$ cat src/rtl/cpu_ctl_mc_pkg.sv
// Shared encodings for the multicycle CPU controller: FSM states, ALU ops,
// next-PC selects, exception codes and the MIPS opcode/func subset.
package cpu_ctl_mc_pkg;

   typedef enum logic [2:0] {
      S_IF  = 3'd0,
      S_ID  = 3'd1,
      S_EX  = 3'd2,
      S_MEM = 3'd3,
      S_WB  = 3'd4,
      S_EXC = 3'd5
   } state_t;

   localparam logic [3:0] ALU_ADD  = 4'd0;
   localparam logic [3:0] ALU_SUB  = 4'd1;
   localparam logic [3:0] ALU_AND  = 4'd2;
   localparam logic [3:0] ALU_OR   = 4'd3;
   localparam logic [3:0] ALU_XOR  = 4'd4;
   localparam logic [3:0] ALU_NOR  = 4'd5;
   localparam logic [3:0] ALU_SLT  = 4'd6;
   localparam logic [3:0] ALU_SLTU = 4'd7;
   localparam logic [3:0] ALU_SLL  = 4'd8;
   localparam logic [3:0] ALU_SRL  = 4'd9;
   localparam logic [3:0] ALU_SRA  = 4'd10;
   localparam logic [3:0] ALU_LUI  = 4'd11;

   localparam logic [1:0] PC_SEQ = 2'd0;
   localparam logic [1:0] PC_BR  = 2'd1;
   localparam logic [1:0] PC_JMP = 2'd2;
   localparam logic [1:0] PC_EXC = 2'd3;

   localparam logic [1:0] EXC_NONE = 2'd0;
   localparam logic [1:0] EXC_ILL  = 2'd1;
   localparam logic [1:0] EXC_BUS  = 2'd2;

   localparam logic [5:0] OP_RTYPE = 6'h00;
   localparam logic [5:0] OP_J     = 6'h02;
   localparam logic [5:0] OP_JAL   = 6'h03;
   localparam logic [5:0] OP_BEQ   = 6'h04;
   localparam logic [5:0] OP_BNE   = 6'h05;
   localparam logic [5:0] OP_ADDI  = 6'h08;
   localparam logic [5:0] OP_ADDIU = 6'h09;
   localparam logic [5:0] OP_SLTI  = 6'h0a;
   localparam logic [5:0] OP_SLTIU = 6'h0b;
   localparam logic [5:0] OP_ANDI  = 6'h0c;
   localparam logic [5:0] OP_ORI   = 6'h0d;
   localparam logic [5:0] OP_XORI  = 6'h0e;
   localparam logic [5:0] OP_LUI   = 6'h0f;
   localparam logic [5:0] OP_LW    = 6'h23;
   localparam logic [5:0] OP_SW    = 6'h2b;

   localparam logic [5:0] FN_SLL  = 6'h00;
   localparam logic [5:0] FN_SRL  = 6'h02;
   localparam logic [5:0] FN_SRA  = 6'h03;
   localparam logic [5:0] FN_JR   = 6'h08;
   localparam logic [5:0] FN_ADD  = 6'h20;
   localparam logic [5:0] FN_ADDU = 6'h21;
   localparam logic [5:0] FN_SUB  = 6'h22;
   localparam logic [5:0] FN_SUBU = 6'h23;
   localparam logic [5:0] FN_AND  = 6'h24;
   localparam logic [5:0] FN_OR   = 6'h25;
   localparam logic [5:0] FN_XOR  = 6'h26;
   localparam logic [5:0] FN_NOR  = 6'h27;
   localparam logic [5:0] FN_SLT  = 6'h2a;
   localparam logic [5:0] FN_SLTU = 6'h2b;

   function automatic logic legal_func(input logic [5:0] f);
      return f inside {FN_SLL, FN_SRL, FN_SRA, FN_JR, FN_ADD, FN_ADDU, FN_SUB,
                       FN_SUBU, FN_AND, FN_OR, FN_XOR, FN_NOR, FN_SLT, FN_SLTU};
   endfunction

   // Legal I-type opcodes, branches included.
   function automatic logic is_itype(input logic [5:0] o);
      return o inside {OP_ADDI, OP_ADDIU, OP_SLTI, OP_SLTIU, OP_ANDI, OP_ORI,
                       OP_XORI, OP_LUI, OP_LW, OP_SW, OP_BEQ, OP_BNE};
   endfunction

endpackage

$ cat src/rtl/cpu_ctl_mc_alu_dec.sv
// ALU operation decode from opcode/func; anything without an ALU meaning
// (jumps, illegal encodings) falls back to ADD.
module alu_dec
   import cpu_ctl_mc_pkg::*;
#(
   parameter int ALUC_W = 5
) (
   input  logic [5:0]        op,
   input  logic [5:0]        func,
   output logic [ALUC_W-1:0] aluc
);

   always_comb begin
      aluc = ALUC_W'(ALU_ADD);
      case (op)
         OP_RTYPE: begin
            case (func)
               FN_SUB, FN_SUBU: aluc = ALUC_W'(ALU_SUB);
               FN_AND:          aluc = ALUC_W'(ALU_AND);
               FN_OR:           aluc = ALUC_W'(ALU_OR);
               FN_XOR:          aluc = ALUC_W'(ALU_XOR);
               FN_NOR:          aluc = ALUC_W'(ALU_NOR);
               FN_SLT:          aluc = ALUC_W'(ALU_SLT);
               FN_SLTU:         aluc = ALUC_W'(ALU_SLTU);
               FN_SLL:          aluc = ALUC_W'(ALU_SLL);
               FN_SRL:          aluc = ALUC_W'(ALU_SRL);
               FN_SRA:          aluc = ALUC_W'(ALU_SRA);
               default:         aluc = ALUC_W'(ALU_ADD);
            endcase
         end
         OP_BEQ, OP_BNE:   aluc = ALUC_W'(ALU_SUB);
         OP_ANDI:          aluc = ALUC_W'(ALU_AND);
         OP_ORI:           aluc = ALUC_W'(ALU_OR);
         OP_XORI:          aluc = ALUC_W'(ALU_XOR);
         OP_SLTI:          aluc = ALUC_W'(ALU_SLT);
         OP_SLTIU:         aluc = ALUC_W'(ALU_SLTU);
         OP_LUI:           aluc = ALUC_W'(ALU_LUI);
         default:          aluc = ALUC_W'(ALU_ADD);
      endcase
   end

endmodule

$ cat src/rtl/cpu_ctl_mc.sv
// Multicycle MIPS-subset controller: IF/ID/EX/MEM/WB sequencing, memory
// wait timeout, illegal-instruction and bus-fault exceptions.
module cpu_ctl_mc
   import cpu_ctl_mc_pkg::*;
#(
   parameter int MEM_TIMEOUT = 16,
   parameter int ALUC_W      = 5
) (
   input  logic              clk,
   input  logic              rst_n,
   input  logic [5:0]        op,
   input  logic [5:0]        func,
   input  logic              equal_result,
   input  logic              mem_ready,
   output logic              mem_rd,
   output logic              mem_wr,
   output logic              iord,
   output logic              ir_we,
   output logic              pc_we,
   output logic [1:0]        pcsrc,
   output logic              jr,
   output logic              jal,
   output logic              lw,
   output logic              wreg,
   output logic              rdorrt,
   output logic              se,
   output logic              sa,
   output logic              iorr,
   output logic [ALUC_W-1:0] aluc,
   output logic              exc,
   output logic [1:0]        exc_code,
   output logic              retire,
   output logic [2:0]        state
);

   state_t     st_q, st_d;
   logic [7:0] wcnt_q;
   logic [1:0] code_q, code_d;
   logic       run_q;
   logic       is_r, is_jr, is_j, is_jal, is_beq, is_bne, is_lw, is_sw;
   logic       is_i, legal, tmo;

   assign is_r   = (op == OP_RTYPE);
   assign is_jr  = is_r && (func == FN_JR);
   assign is_j   = (op == OP_J);
   assign is_jal = (op == OP_JAL);
   assign is_beq = (op == OP_BEQ);
   assign is_bne = (op == OP_BNE);
   assign is_lw  = (op == OP_LW);
   assign is_sw  = (op == OP_SW);
   assign is_i   = is_itype(op);
   assign legal  = is_r ? legal_func(func) : (is_i | is_j | is_jal);

   assign jr     = is_jr;
   assign jal    = is_jal;
   assign lw     = is_lw;
   assign rdorrt = is_r && !is_jr;
   assign se     = op inside {OP_ADDI, OP_ADDIU, OP_LW, OP_SW, OP_SLTI, OP_SLTIU};
   assign sa     = is_r && (func inside {FN_SLL, FN_SRL, FN_SRA});
   assign iorr   = is_i && !is_beq && !is_bne;

   alu_dec #(.ALUC_W(ALUC_W)) u_alu_dec (
      .op   (op),
      .func (func),
      .aluc (aluc)
   );

   // A ready pulse in the timeout cycle still completes the access.
   assign tmo = !mem_ready && (wcnt_q == 8'(MEM_TIMEOUT - 1));

   // run_q holds everything quiet until the first clock after reset release.
   always_comb begin
      st_d   = st_q;
      code_d = code_q;
      mem_rd = 1'b0;
      mem_wr = 1'b0;
      iord   = 1'b0;
      ir_we  = 1'b0;
      pc_we  = 1'b0;
      pcsrc  = PC_SEQ;
      wreg   = 1'b0;
      exc    = 1'b0;
      retire = 1'b0;
      if (run_q) begin
         case (st_q)
            S_IF: begin
               mem_rd = 1'b1;
               if (mem_ready) begin
                  ir_we = 1'b1;
                  pc_we = 1'b1;
                  st_d  = S_ID;
               end else if (tmo) begin
                  st_d   = S_EXC;
                  code_d = EXC_BUS;
               end
            end
            S_ID: begin
               if (!legal) begin
                  st_d   = S_EXC;
                  code_d = EXC_ILL;
               end else if (is_j || is_jal || is_jr) begin
                  pc_we  = 1'b1;
                  pcsrc  = PC_JMP;
                  wreg   = is_jal;
                  retire = 1'b1;
                  st_d   = S_IF;
               end else begin
                  st_d = S_EX;
               end
            end
            S_EX: begin
               if (is_beq || is_bne) begin
                  pc_we  = (is_beq & equal_result) | (is_bne & ~equal_result);
                  pcsrc  = PC_BR;
                  retire = 1'b1;
                  st_d   = S_IF;
               end else if (is_lw || is_sw) begin
                  st_d = S_MEM;
               end else begin
                  st_d = S_WB;
               end
            end
            S_MEM: begin
               iord   = 1'b1;
               mem_rd = is_lw;
               mem_wr = is_sw;
               if (mem_ready) begin
                  retire = is_sw;
                  st_d   = is_sw ? S_IF : S_WB;
               end else if (tmo) begin
                  st_d   = S_EXC;
                  code_d = EXC_BUS;
               end
            end
            S_WB: begin
               wreg   = 1'b1;
               retire = 1'b1;
               st_d   = S_IF;
            end
            S_EXC: begin
               exc   = 1'b1;
               pc_we = 1'b1;
               pcsrc = PC_EXC;
               st_d  = S_IF;
            end
            default: st_d = S_IF;
         endcase
      end
   end

   always_ff @(posedge clk or negedge rst_n) begin
      if (!rst_n) begin
         st_q   <= S_IF;
         wcnt_q <= 8'd0;
         code_q <= EXC_NONE;
         run_q  <= 1'b0;
      end else begin
         run_q  <= 1'b1;
         st_q   <= st_d;
         code_q <= code_d;
         if (st_d != st_q)
            wcnt_q <= 8'd0;
         else if (run_q && !mem_ready && (st_q == S_IF || st_q == S_MEM))
            wcnt_q <= wcnt_q + 8'd1;
      end
   end

   assign exc_code = code_q;
   assign state    = st_q;

endmodule

$ cat config.mk
export PLATFORM = sky130hd
export DESIGN_NAME = cpu_ctl_mc
export DESIGN_NICKNAME = d
export VERILOG_FILES = /design/src/rtl/cpu_ctl_mc_pkg.sv /design/src/rtl/cpu_ctl_mc_alu_dec.sv /design/src/rtl/cpu_ctl_mc.sv
export SDC_FILE = /design/constraint.sdc
export NUM_CORES = 1
export LEC_CHECK = 0
export BUFFER_PORTS_ARGS = -buffer_cell sky130_fd_sc_hd__buf_2
export CAP_MARGIN = 20
export CORE_ASPECT_RATIO = 1.4
export CORE_MARGIN = 5
export CORE_UTILIZATION = 50
export DETAILED_ROUTE_END_ITERATION = 12
export PLACE_DENSITY = 0.79
export SETUP_SLACK_MARGIN = 0.15
export SLEW_MARGIN = 20
export SYNTH_ARGS = -nofsm -noshare
export SYNTH_HDL_FRONTEND = slang
export SYNTH_SLANG_ARGS = --single-unit
$ cat constraint.sdc
create_clock -name clk -period 3.55 [get_ports clk]
set_input_delay 0.8875 -clock clk [delete_from_list [all_inputs] [get_ports clk]]
set_output_delay 0.8875 -clock clk [all_outputs]
set_load 0.02 [all_outputs]
=== After elaboration in Yosys (flattened, before gate mapping) ===
Cells that the tools add are included.

* $add $sub $neg: 1
* Multiply operators: 0
* Divide/modulo/power cells: 0
* Order comparisons: 0
* Eq/ne operators: 37
* Shifts and indexed selects: 0
* Muxes and demuxes: 48
* Bitwise operators: 6
* Reductions and logical operators: 30

{| class="wikitable"
|+ Operators by type and width
! operator !! count
|-
| $eq 6x6->1 const B || 12
|-
| $eq 6x4->1 const B || 9
|-
| $pmux 4 s10 || 1
|-
| $pmux 4 s8 || 1
|-
| $eq 6x2->1 const B || 4
|-
| $mux 3 || 8
|-
| $mux 1 || 22
|-
| $mux 8 || 2
|-
| $mux 2 || 7
|-
| $reduce_bool 14->1 || 1
|-
| $eq 6x3->1 const B || 2
|-
| $logic_not 6->1 || 2
|-
| $pmux 3 s4 || 1
|-
| $reduce_bool 12->1 || 1
|-
| $add 8x1->8 const B || 1
|-
| $eq 8x4->1 const B || 1
|-
| $logic_and 1x1->1 || 8
|-
| $pmux 1 s4 || 2
|-
| $eq 3x2->1 const B || 2
|-
| $eq 3x3->1 const B || 2
|-
| $pmux 2 s3 || 1
|-
| $reduce_bool 6->1 || 1
|-
| $reduce_or 2->1 || 3
|-
| $logic_or 1x1->1 || 5
|-
| 14 further kinds || 23
|}

* Register bits: 14
* Latch bits: 0
* Bits in writable memories: 0
* Bits in read-only memories: 0
* Input bits: 16
* Output and inout port bits: 27
* Word-level logic and storage cells: 126
* Memories kept: 0

=== Depth between registers and ports, before layout ===
Gate-level depths: netlist of run 1.

* Depth in word-level cells: 10
* Gate-level depth with buffers: 9
* Mapped depth without buffers: 7

=== Cells and area by module ===
A second synthesis of run 1 with hierarchy kept.

* Cells, all modules: 193
* Area total of the unflattened synthesis: 1401.3 um2

{| class="wikitable"
|+ Modules (own cells, without submodules)
! module !! instances !! cells each !! area each (um2) !! sequential area each (um2)
|-
| cpu_ctl_mc || 1 || 157 || 1184.9 || 350.3
|-
| alu_dec || 1 || 36 || 216.5 || 0.0
|}

=== Worst setup path after synthesis of run 1 ===
OpenSTA, ideal clock, no wires.

* Path type: input-to-output
* Start point: in op[0]
* End point: out mem_rd
* Arrival time: 2.768 ns
* Required time: 2.663 ns
* Path slack: -0.106 ns
* Stages on the path: 6
* Path buffers: 1
* Cell sequence: clkbuf_1 > nand2_1 > or4b_2 > nor2_1 > nand3_1 > a21oi_1

* Cells in the longest elaborated chain, start to end: 3

{| class="wikitable"
|+ RTL lines
! what !! RTL line !! RTL
|-
| from (decl) || cpu_ctl_mc.sv:11 || <nowiki>input logic [5:0] op,</nowiki>
|-
| $eq 6x6->1 || cpu_ctl_mc.sv:49 || <nowiki>assign is_lw = (op == OP_LW);</nowiki>
|-
| net lw || cpu_ctl_mc.sv:23 || <nowiki>output logic lw,</nowiki>
|-
| $pmux 1 s2 || cpu_ctl_mc.sv:85 || <nowiki>case (st_q)</nowiki>
|-
| $mux 1 || cpu_ctl_mc.sv:84 || <nowiki>if (run_q) begin</nowiki>
|-
| to (decl) || cpu_ctl_mc.sv:15 || <nowiki>output logic mem_rd,</nowiki>
|}

The timed path passes the listed nets, and every way through them passes these cells.

=== Final worst setup path of run 1 ===
* Start point: in op[3]
* End point: out pc_we

* Cells in the longest elaborated chain, start to end: 8
* Elaborated cells between the ends (all ways): 31
* Classes of those cells: eq/ne: 14; mux: 6; bitwise: 5; reduce/logical: 6

{| class="wikitable"
|+ RTL lines
! what !! RTL line !! RTL
|-
| $eq 6x4->1, or another cell as far along || cpu_ctl_mc_pkg.sv:74 || <nowiki>return o inside {OP_ADDI, OP_ADDIU, OP_SLTI, OP_SLTIU, OP_ANDI, OP_ORI,</nowiki>
|-
| $reduce_bool 12->1 || cpu_ctl_mc_pkg.sv:74 ||
|-
| $or 1x1->1 (2 in series) || cpu_ctl_mc.sv:52 || <nowiki>assign legal = is_r ? legal_func(func) : (is_i | is_j | is_jal);</nowiki>
|-
| $mux 1 || cpu_ctl_mc.sv:52 ||
|-
| $mux 1 || cpu_ctl_mc.sv:98 || <nowiki>if (!legal) begin</nowiki>
|-
| $pmux 1 s4 (*) || cpu_ctl_mc.sv:85 ||
|-
| $mux 1 (*) || cpu_ctl_mc.sv:84 ||
|-
| to (decl) || cpu_ctl_mc.sv:19 || <nowiki>output logic pc_we,</nowiki>
|}

Every way passes the cells marked *; elsewhere a longest branch is shown, timed or not.

==> flow_metrics.tcl, run 1 <==
set metrics [dict create \
    wl_um 4060 \
    skew_ns 0.00317 \
    io_pins 43 \
    synth_top_cell_by_area "dfrtp_1" \
    synth_xor_area_share_pct 5.17 \
    critPathCaptureType "output port" \
    setup.worst_path.start_class "input port" \
    finalHoldViolCount 0 \
    synth_edf_count 0 \
    drc 0 \
    synth_top_area_share_pct 25.8 \
    dieHeight_um 71.6 \
    async_flop_share_pct 100 \
    final_layout_size_suffix_gt1_share_pct 36.1 \
    ys_top_cells_by_area "dfrtp_1 26%, nor2_1 5.3%, a21oi_1 5.2%" \
    diodes 0 \
    period_needed_ns 3.62 \
    worstMarginPinSlew_ns 0.509 \
    synth_top_family_by_area "simple AND/OR/NAND/NOR gates" \
    place_congestion 0.850 \
    initial_core_util_pct 51.9 \
    rsz0062_at_grt "true" \
    slowest_stage "or4_4" \
    arrival_ns 2.73 \
    crit_required_ns 2.66 \
    grt_usage_pct 20.0 \
    leakage_nw 0.878 \
    grt_max_degree 18 \
    synth.avg_cell_area_um2 7.29 \
    synth_seq_cells 14 \
    synthMuxAreaShare_pct 2.31 \
    tritoncts "done" \
    violations "negative setup slack" \
    final_core_util_pct 72.7 \
    clock-sinks 14 \
    cts_buffers 3 \
    cts_hold_buf 0 \
    setup_viol_count_final 3 \
    antenna_found_initial 0 \
    viasPerCell 5.79 \
    cts_root_buffer "clkbuf_4" \
    period_share_pct 102 \
    clk_latency_ns 0.27 \
    synthFlopType "dfrtp_1" \
    drt_iter0_markers 29 \
    grt_pass1_wl_um 6110 \
    design.die.area_um2 3870 \
    fin_nets 259 \
    synth.distinct_cells 48 \
    ant_nets 0 \
    vdd_drop_max_mv 0.481 \
    synth_nets 203 \
    status "finished, violations left" \
    wl_per_cell_um 14.7 \
    slowest_delay_ns 0.45 \
    crit_type "input port to output port" \
    crit_chain "buf_6, or3_4, or4_4, a211oi_4, nor3_2, a31oi_2, nor2_1, o21a_2, buf_2" \
    htree_levels 1 \
    yosysSeqAreaShare_pct 25.8 \
    maxSlewViolCount 0 \
    relSlewSlack_pct 66.1 \
    grt.overflow.total 0 \
    clkTransAtPathRegs_ns 0.08 \
    synth_compound_area_share_pct 24.7 \
    fillers 203 \
    core_region_area_um2 2620 \
    synthesis.instances 186 \
    setup_ws_ns -0.0716 \
    netlist_area_um2 1360 \
    synthAdderAreaFrac_pct 1.66 \
    die_x_um 54.0 \
    io_buffers 41 \
    rows 22 \
    area_delta_synth_final_pct 40.2 \
    hold_class "input port to async pin" \
    drv_cap 0 \
    first_pass_iters 4 \
    detailed_place_hpwl_um 2840 \
    num_vias 1605 \
    grt_pass1_vias 1455 \
    clock_path_buffers 2 \
    finalPower_mw 0.867 \
    cp_max_fo 3 \
    p_per_area_nw_per_um2 456 \
    ys_warn_count 0 \
    synthSimpleGateAreaFrac_pct 33.1 \
    max_freq_ghz 0.276 \
]
-- through the flow --
stage	instances	instance area [um2]	TNS [ns]	hold slack [ns]	setup WS, ns
after floorplan	186	1380	0	0.473	0.141
after global placement	268	1700	-0.0449	0.488	-0.0402
after detailed placement	268	1700	-0.0764	0.492	-0.0643
after CTS	275	1830	-0.0505	0.481	-0.0505
after global routing	277	1900	-0.371	0.487	-0.154
final	277	1900	-0.113	0.490	-0.0716
-- worst max-delay path, delay by kind of cell --
family	cells	cell delay, ns
buf+inv	2	0.24
simple gates	4	0.99
compound gates	3	0.60
-- sequential cells by signal (all words and copies together) (netlist names) --
name / count
wcnt_q: 8
run_q: 1
exc_code: 2
state: 3
-- layer usage --
metal  share of wire, %  track usage, %  vias to the layer above
met5                  0               0                        -
met4                2.1            7.48                        0
met3                3.9           0.832                        8
met2                 54            34.9                       57
met1                 40            25.2                      760
li1                   -               -                      780
-- cells in the mapped netlist (4+ instances only) --
library cell  count
a21oi_1          14
a31oi_1           4
and2_1            4
clkbuf_1          9
dfrtp_1          14
inv_1            10
nand2_1          18
nand2b_1          4
nand3_1           6
nand4_1           4
nor2_1           19
nor3_1           13
o21a_1            4
o21ai_0           9
xor2_1            6
-- repair_timing --
item,4_1_cts,5_1_grt
buffers inserted,3,2
resized for setup,18,15
endpoints found under the setup margin,5,6
pin swaps,2,5
-- cell usage in the layout (no fill, tap or decap), types with 3 or more instances in the layout --
cell      Yosys  final
buf_2         0     32
buf_4         1     22
nand2_1      18     17
nor2_1       19     17
dfrtp_1      14     14
a21oi_1      14     13
inv_1        10     10
nor3_1       13     10
buf_6         1      8
o21ai_0       9      7
xor2_1        6      6
nand3_1       6      6
nand4_1       4      4
nand2b_1      4      4
and2_1        4      3
nor2_4        1      3
or4_4         2      3
nor3_2        0      3
o21a_1        4      3
a31oi_1       4      3
o211ai_1      3      3
clkbuf_4      0      3
-- cells by family (layout without fill, tap and decap cells) --
logic type / after synthesis / count (layout)
other: 2 / 2
xor gates and xnor gates: 8 / 8
muxes: 3 / 3
DFF: 14 / 14
and+or+nand+nor: 86 / 86
buffers and inverters: 21 / 76
AOI/OAI and AO/OA: 50 / 50
adders and majority gates: 2 / 2
-- power by group --
part	internal [mW]	total (mW)	switching, mW
Combinational	0.206	0.519	0.313
Clock	0.0623	0.111	0.0482
Sequential	0.189	0.237	0.0479
-- final cells by class --
| cell class | instances | area, um2 | area share (%) |
|---|---|---|---|
| tap | 36 | 45.0 | 2.37 |
| timing repair buffer | 62 | 415 | 21.8 |
| inverter | 10 | 37.5 | 1.97 |
| sequential | 14 | 350 | 18.4 |
| clock buffer | 4 | 36.3 | 1.91 |
| multi-input combinational | 151 | 1020 | 53.5 |
-- worst paths after layout --
check | to | startpoint | slack (ns) | cells past startpoint
max | pc_we | op[3] | -0.07 | 9
min | wcnt_q[3] | rst_n | 0.49 | 1
max reg2reg | wcnt_q[2] | state[1] | 1.12 | 7
min reg2reg | exc_code[1] | exc_code[1] | 0.50 | 1
max in group asynchronous | wcnt_q[4] | rst_n | 2.83 | 1
min in group clk | exc_code[1] | exc_code[1] | 0.50 | 1
Power figures use the tool's default switching activity.
==> run 2, diff against run 1 <==
--- a/config.mk
+++ b/config.mk
@@ -11,9 +11,10 @@
 export CORE_MARGIN = 5
 export CORE_UTILIZATION = 50
 export DETAILED_ROUTE_END_ITERATION = 12
-export PLACE_DENSITY = 0.79
+export PLACE_DENSITY = 0.78
 export SETUP_SLACK_MARGIN = 0.15
 export SLEW_MARGIN = 20
 export SYNTH_ARGS = -nofsm -noshare
 export SYNTH_HDL_FRONTEND = slang
+export SYNTH_HIERARCHICAL = 1
 export SYNTH_SLANG_ARGS = --single-unit
==> constraint.sdc (replaced) <==
create_clock -name clk -period 4.4 [get_ports clk]
set_input_delay 1.1 -clock clk [delete_from_list [all_inputs] [get_ports clk]]
set_output_delay 1.1 -clock clk [all_outputs]
set_load 0.02 [all_outputs]
==> flow_metrics.tcl, run 2 <==
set metrics [dict create \
    status "complete, no violations" \
    power_frac_seq_pct 36.2 \
    clock_path_buffers 2 \
    crit_type "input port to output port" \
    synth_seq_cells 14 \
    synth_nets 210 \
    clk_latency_ns 0.28 \
    ys_top_cells_by_area "dfrtp_1 25%, nor2_1 7.8%, a21oi_1 4.6%" \
    final_layout_size_suffix_gt1_share_pct 24.7 \
    maxSlewViolCount 0 \
    design.die.area_um2 3980 \
    wl_met3_um 229 \
    arrival_ns 2.94 \
    cp_max_fo 9 \
    initial_core_util_pct 52.5 \
    drt_iter0_markers 52 \
    synth.distinct_cells 52 \
    yosysSeqAreaShare_pct 25.0 \
    tritoncts "done" \
    diodes 0 \
    netlist_area_um2 1400 \
    largest_reg_flops 8 \
    final_core_util_pct 61.5 \
    cts_setup_buffers 0 \
    design_area_um2 1640 \
    critPathBufInv 2 \
    rsz0062_at_grt "false" \
    pwr-share-comb_pct 44.8 \
    slowest_stage "or4b_4" \
    drc 0 \
    fillers 269 \
    intPower_mw 0.271 \
    critPathCaptureType "output port" \
    period_needed_ns 4.04 \
    io_pins 43 \
    leakage_nw 0.747 \
    hold_class "flip-flop to flip-flop" \
    detailed_place_hpwl_um 2680 \
    crit_chain "buf_2, or3_1, or4b_4, o31ai_4, o21ai_0, a21oi_1, buf_2" \
    setup.worst_path.start_class "input port" \
    synth_top_area_share_pct 25.0 \
    finalHoldViolCount 0 \
    p_per_area_nw_per_um2 299 \
    grt_usage_pct 18.1 \
    dpl-instance-area_um2 1610 \
    clock-sinks 14 \
    rows 22 \
    layout_commonest_cell "buf_2" \
    cts_root_buffer "clkbuf_4" \
    cts_buffers 3 \
    worstMarginPinSlew_ns 0.953 \
    ant_nets 0 \
    ys_warn_count 6 \
    regMostFlops "wcnt_q" \
    fin_tns_setup_ns 0 \
    met1_length_um 1570 \
    first_pass_iters 4 \
    htree_levels 1 \
    synthesis.instances 193 \
    async_flop_share_pct 100 \
    fin_nets 245 \
    vdd_drop_max_mv 0.240 \
    grt_pass1_wl_um 5640 \
    skew_ns 0.00671 \
    die_x_um 54.7 \
    drv_cap 0 \
    p_clk_share_pct 19.0 \
    period_share_pct 91.9 \
    synth_commonest_cells "29 x nor2_1, 16 x nand2_1, 14 x dfrtp_1" \
    crit_family "simple AND/OR/NAND/NOR gates" \
    setup_viol_count_final 0 \
    top_layer "met4" \
    synthFlopType "dfrtp_1" \
    relSlewSlack_pct 35.9 \
    cts_resized 0 \
    grt_pass1_vias 1276 \
    grt.overflow.total 0 \
    place_congestion 0.832 \
    synth.most_common_cell "nor2_1" \
    num_vias 1523 \
    worst_path_most_repeated_cell "buf_2" \
    clkTransAtPathRegs_ns 0.08 \
    max_freq_ghz 0.247 \
    dieHeight_um 72.6 \
    p_switching_mw 0.220 \
    synth_edf_count 0 \
    wl_per_cell_um 13.4 \
    p_sw_share_pct 44.8 \
    cts_hold_buf 0 \
    final_cell_mix "41 x buf_2, 29 x nor2_1, 16 x nand2_1, 14 x dfrtp_1, 13 x a21oi_1" \
    area_delta_synth_final_pct 17.2 \
    synth_top_cell_by_area "dfrtp_1" \
    antenna_found_initial 0 \
    grt_max_degree 17 \
    synth.avg_cell_area_um2 7.26 \
    slowest_delay_ns 0.57 \
    crit_required_ns 3.30 \
    io_buffers 41 \
    wl_met2_um 1680 \
    viasPerCell 5.79 \
    core_region_area_um2 2670 \
    wl_um 3510 \
]
## run 2: layer usage
metal	vias to the layer above	global-route usage, %
li1	773	-
met2	48	29.6
met1	697	24.8
met4	0	5.54
met5	-	0
met3	5	1.43
## run 2: layout make-up
class | count | area [um2] | share of cell area [%]
Multi-Input combinational cell | 159 | 972 | 59.2
Timing Repair Buffer | 41 | 205 | 12.5
Tap cell | 36 | 45.0 | 2.74
Sequential cell | 14 | 350 | 21.3
Inverter | 9 | 33.8 | 2.06
Clock buffer | 4 | 36.3 | 2.21
## run 2: final timing paths
path,from,end,slack [ns],cells after the start
setup / recovery,func[2],pc_we,0.36,7
hold / removal,exc_code[0],exc_code[0],0.50,1
setup reg to reg,wcnt_q[0],wcnt_q[1],2.14,6
hold reg to reg,exc_code[0],exc_code[0],0.50,1
max in group asynchronous,rst_n,wcnt_q[7],3.47,1
min in group asynchronous,rst_n,exc_code[1],0.69,1
## run 2: cell families after synthesis
kind of cell,count (synthesis),share of synthesized area [%]
and+or+nand+nor,99,37.4
other,2,0.536
AOI/OAI and AO/OA,47,24.0
adders and majority gates,1,0.893
xor gates and xnor gates,8,5.00
muxes,2,1.43
DFF,14,25.0
buffers and inverters,20,5.71
## run 2: worst reg2reg max path: cells and delay by family (launching register included)
kind / cells / cell delay, ns
simple gates: 5 / 1.48
flops: 1 / 0.41
fa+ha+maj: 1 / 0.25
## run 2: power groups by stage
| stage | Clock (mW) | Sequential (mW) | Combinational [mW] |
|---|---|---|---|
| after floorplan | 0 | 0.169 | 0.165 |
| final | 0.0932 | 0.178 | 0.220 |
| after global routing | 0.104 | 0.181 | 0.243 |
| after CTS | 0.0947 | 0.176 | 0.221 |
| after global placement | 0 | 0.180 | 0.220 |
| after detailed placement | 0 | 0.179 | 0.220 |
## run 2: metrics by stage
stage	setup slack [ns]	hold slack, ns	power, mW	cells
6_report	0.358	0.501	0.491	263
5_1_grt	0.271	0.536	0.527	263
4_1_cts	0.344	0.508	0.492	263
3_5_place_dp	0.346	0.481	0.399	259
3_3_place_gp	0.349	0.485	0.399	259
2_1_floorplan	0.383	0.504	0.334	193
==> run 3, diff against run 2 <==
--- a/config.mk
+++ b/config.mk
@@ -5,13 +5,15 @@
 export SDC_FILE = /design/constraint.sdc
 export NUM_CORES = 1
 export LEC_CHECK = 0
+export ABC_AREA = 1
 export BUFFER_PORTS_ARGS = -buffer_cell sky130_fd_sc_hd__buf_2
 export CAP_MARGIN = 20
 export CORE_ASPECT_RATIO = 1.4
 export CORE_MARGIN = 5
 export CORE_UTILIZATION = 50
 export DETAILED_ROUTE_END_ITERATION = 12
-export PLACE_DENSITY = 0.78
+export HOLD_SLACK_MARGIN = 0.03
+export PLACE_DENSITY = 0.84
 export SETUP_SLACK_MARGIN = 0.15
 export SLEW_MARGIN = 20
 export SYNTH_ARGS = -nofsm -noshare
==> flow_metrics.tcl, run 3 <==
set metrics [dict create \
    status "complete, no violations" \
    final_layout_size_suffix_gt1_share_pct 26.3 \
    synth.distinct_cells 36 \
    dpl.cell_count 335 \
    fillers 303 \
    cts_hold_buf 0 \
    clkTransAtPathRegs_ns 0.06 \
    skew_ns 0.000884 \
    cts_setup_buffers 0 \
    regToRegStartpoint "wcnt_q[0]" \
    area_delta_synth_final_pct 18.1 \
    htree_levels 1 \
    setup_viol_count_final 0 \
    maxSlewViolCount 0 \
    crit_type "input port to output port" \
    drt_iter0_markers 49 \
    synth_top_area_share_pct 22.2 \
    synth.avg_cell_area_um2 6.12 \
    r2r_slack_ns 2.48 \
    multiInputGateArea_um2 1050 \
    clock_path_buffers 2 \
    synthesis.instances 258 \
    drv_cap 0 \
    synthFlopType "dfrtp_1" \
    synth_seq_cells 14 \
    tritoncts "done" \
    netlist_area_um2 1580 \
    period_needed_ns 3.60 \
    crit_required_ns 3.30 \
    wl_um 4160 \
    io_pins 43 \
    first_pass_iters 5 \
    rows 24 \
    largest_reg_flops 8 \
    holdPathStages 2 \
    grt_pass1_wl_um 6840 \
    finalPower_mw 0.724 \
    vdd_drop_max_mv 0.237 \
    fin_nets 318 \
    ant_nets 0 \
    setup.worst_path.start_class "input port" \
    max_freq_ghz 0.278 \
    regMostFlops "wcnt_q" \
    initial_core_util_pct 51.1 \
    grt_usage_pct 19.0 \
    slowest_delay_ns 0.17 \
    die_x_um 57.5 \
    seqCellArea_um2 350 \
    antenna_found_initial 0 \
    reg2regPathDepth 12 \
    grt_pass1_vias 1639 \
    ys_top_cells_by_area "dfrtp_1 22%, nand2_1 14%, nor2_1 10%" \
    layout_commonest_cell "nand2_1" \
    async_flop_share_pct 100 \
    wl_per_cell_um 12.3 \
    grt_max_degree 16 \
    cts_buffers 3 \
    crit_chain "buf_2, nor2_1, nand3_1, nor2_2, nand2_1, nand3_1, nor2_1, nor2_1, nand3_1, nand2_1, inv_1, buf_2" \
    dieHeight_um 76.5 \
    worstMarginPinSlew_ns 0.523 \
    clock-sinks 14 \
    drc 0 \
    synth.most_common_cell "nand2_1" \
    diodes 0 \
    min_from "exc_code[0]" \
    p_per_area_nw_per_um2 388 \
    num_vias 1767 \
    instances_no_fill 339 \
    hold_class "flip-flop to flip-flop" \
    finalHoldViolCount 0 \
    design.die.area_um2 4400 \
    clk_latency_ns 0.24 \
    leakage_nw 0.980 \
    cts_resized 0 \
    ys_warn_count 6 \
    synth_edf_count 0 \
    relSlewSlack_pct 65.2 \
    slowest_stage "buf_2" \
    yosysSeqAreaShare_pct 22.2 \
    viasPerCell 5.21 \
    fin_tns_setup_ns 0 \
    synth_top_cell_by_area "dfrtp_1" \
    final_cell_mix "57 x nand2_1, 44 x nor2_1, 41 x buf_2, 29 x inv_1, 22 x nand3_1" \
    core_region_area_um2 3090 \
    grt.overflow.total 0 \
    io_buffers 41 \
    synth_commonest_cells "57 x nand2_1, 44 x nor2_1, 29 x inv_1" \
    arrival_ns 2.50 \
    critPathCaptureType "output port" \
    r2r_end "wcnt_q[3]" \
    synth_nets 275 \
    detailed_place_hpwl_um 3460 \
    cts_root_buffer "clkbuf_8" \
    cp_max_fo 9 \
    min_to "exc_code[0]" \
    place_congestion 0.848 \
    period_share_pct 81.9 \
    rsz0062_at_grt "false" \
    crit_start "op[1]" \
]
## run 3: cell types whose count changed after synthesis, sizes merged, moves of 3 or more
cell,delta
nand4,+7
nand2b,-6
a21oi,-4
or4,-3
nor2b,-4
nor2,+21
nand2,+45
a31oi,-4
o21ai,+4
or3,-4
nand3,+17
clkbuf,-8
inv,+31
## run 3: layout make-up
cell class | count | area share, %
clock buffer | 4 | 2.95
inverter | 40 | 8.05
multi-input combinational | 200 | 56.2
sequential | 14 | 18.8
tap | 39 | 2.62
timing repair buffer | 42 | 11.4
## run 3: kinds of logic (layout without fill, tap and decap cells)
group                      Yosys count  count (layout)  synth area share, %
and+or+nand+nor                    164             164                 52.2
AOI/OAI and AO/OA                   26              26                 9.03
DFF                                 14              14                 22.2
buffers and inverters               44              86                 11.4
adders and majority gates            1               1                0.792
other                                2               2                0.476
xor gates and xnor gates             7               7                 3.88
## run 3: how the worst max path moves through the flow
| stage | cells past startpoint | endpoint | slack (ns) |
|---|---|---|---|
| finish | 12 | pc_we | 0.80 |
| global route | 12 | pc_we | 0.61 |
| CTS | 12 | pc_we | 0.80 |
| detailed placement | 12 | pc_we | 0.81 |
| global placement | 12 | pc_we | 0.88 |
| floorplan | 7 | pcsrc[1] | 0.96 |
## run 3: power by group
part | leakage [nW] | switching, mW | internal (mW)
Sequential | 0.187 | 0.0373 | 0.156
Combinational | 0.764 | 0.278 | 0.131
Clock | 0.0288 | 0.0434 | 0.0791
Total | 0.980 | 0.358 | 0.366
## run 3: critical path: cells and delay by family
kind / cells / cell delay [ns]
and+or+nand+nor: 9 / 1.04
buffers and inverters: 3 / 0.36
## run 3: per-layer routing
layer | global-route usage [%] | part of all wire [%] | wire length, um | up-vias
met1 | 20.7 | 40 | 1670 | 790
met4 | 9.28 | 3.5 | 144 | 0
li1 | - | - | - | 911
met3 | 1.02 | 4.3 | 177 | 12
met5 | 0 | 0 | 0 | -
met2 | 35.4 | 52 | 2170 | 54
## run 3: through the flow
stage | cell area [um2] | hold WS, ns | utilization [%] | worst slack, ns
2_1_floorplan | 1580 | 0.490 | - | 0.961
3_3_place_gp | 1810 | 0.474 | 58.5 | 0.881
3_5_place_dp | 1810 | 0.477 | 58.5 | 0.808
4_1_cts | 1870 | 0.491 | 60.3 | 0.803
5_1_grt | 1870 | 0.500 | 60.3 | 0.606
6_report | 1870 | 0.481 | 60.3 | 0.797
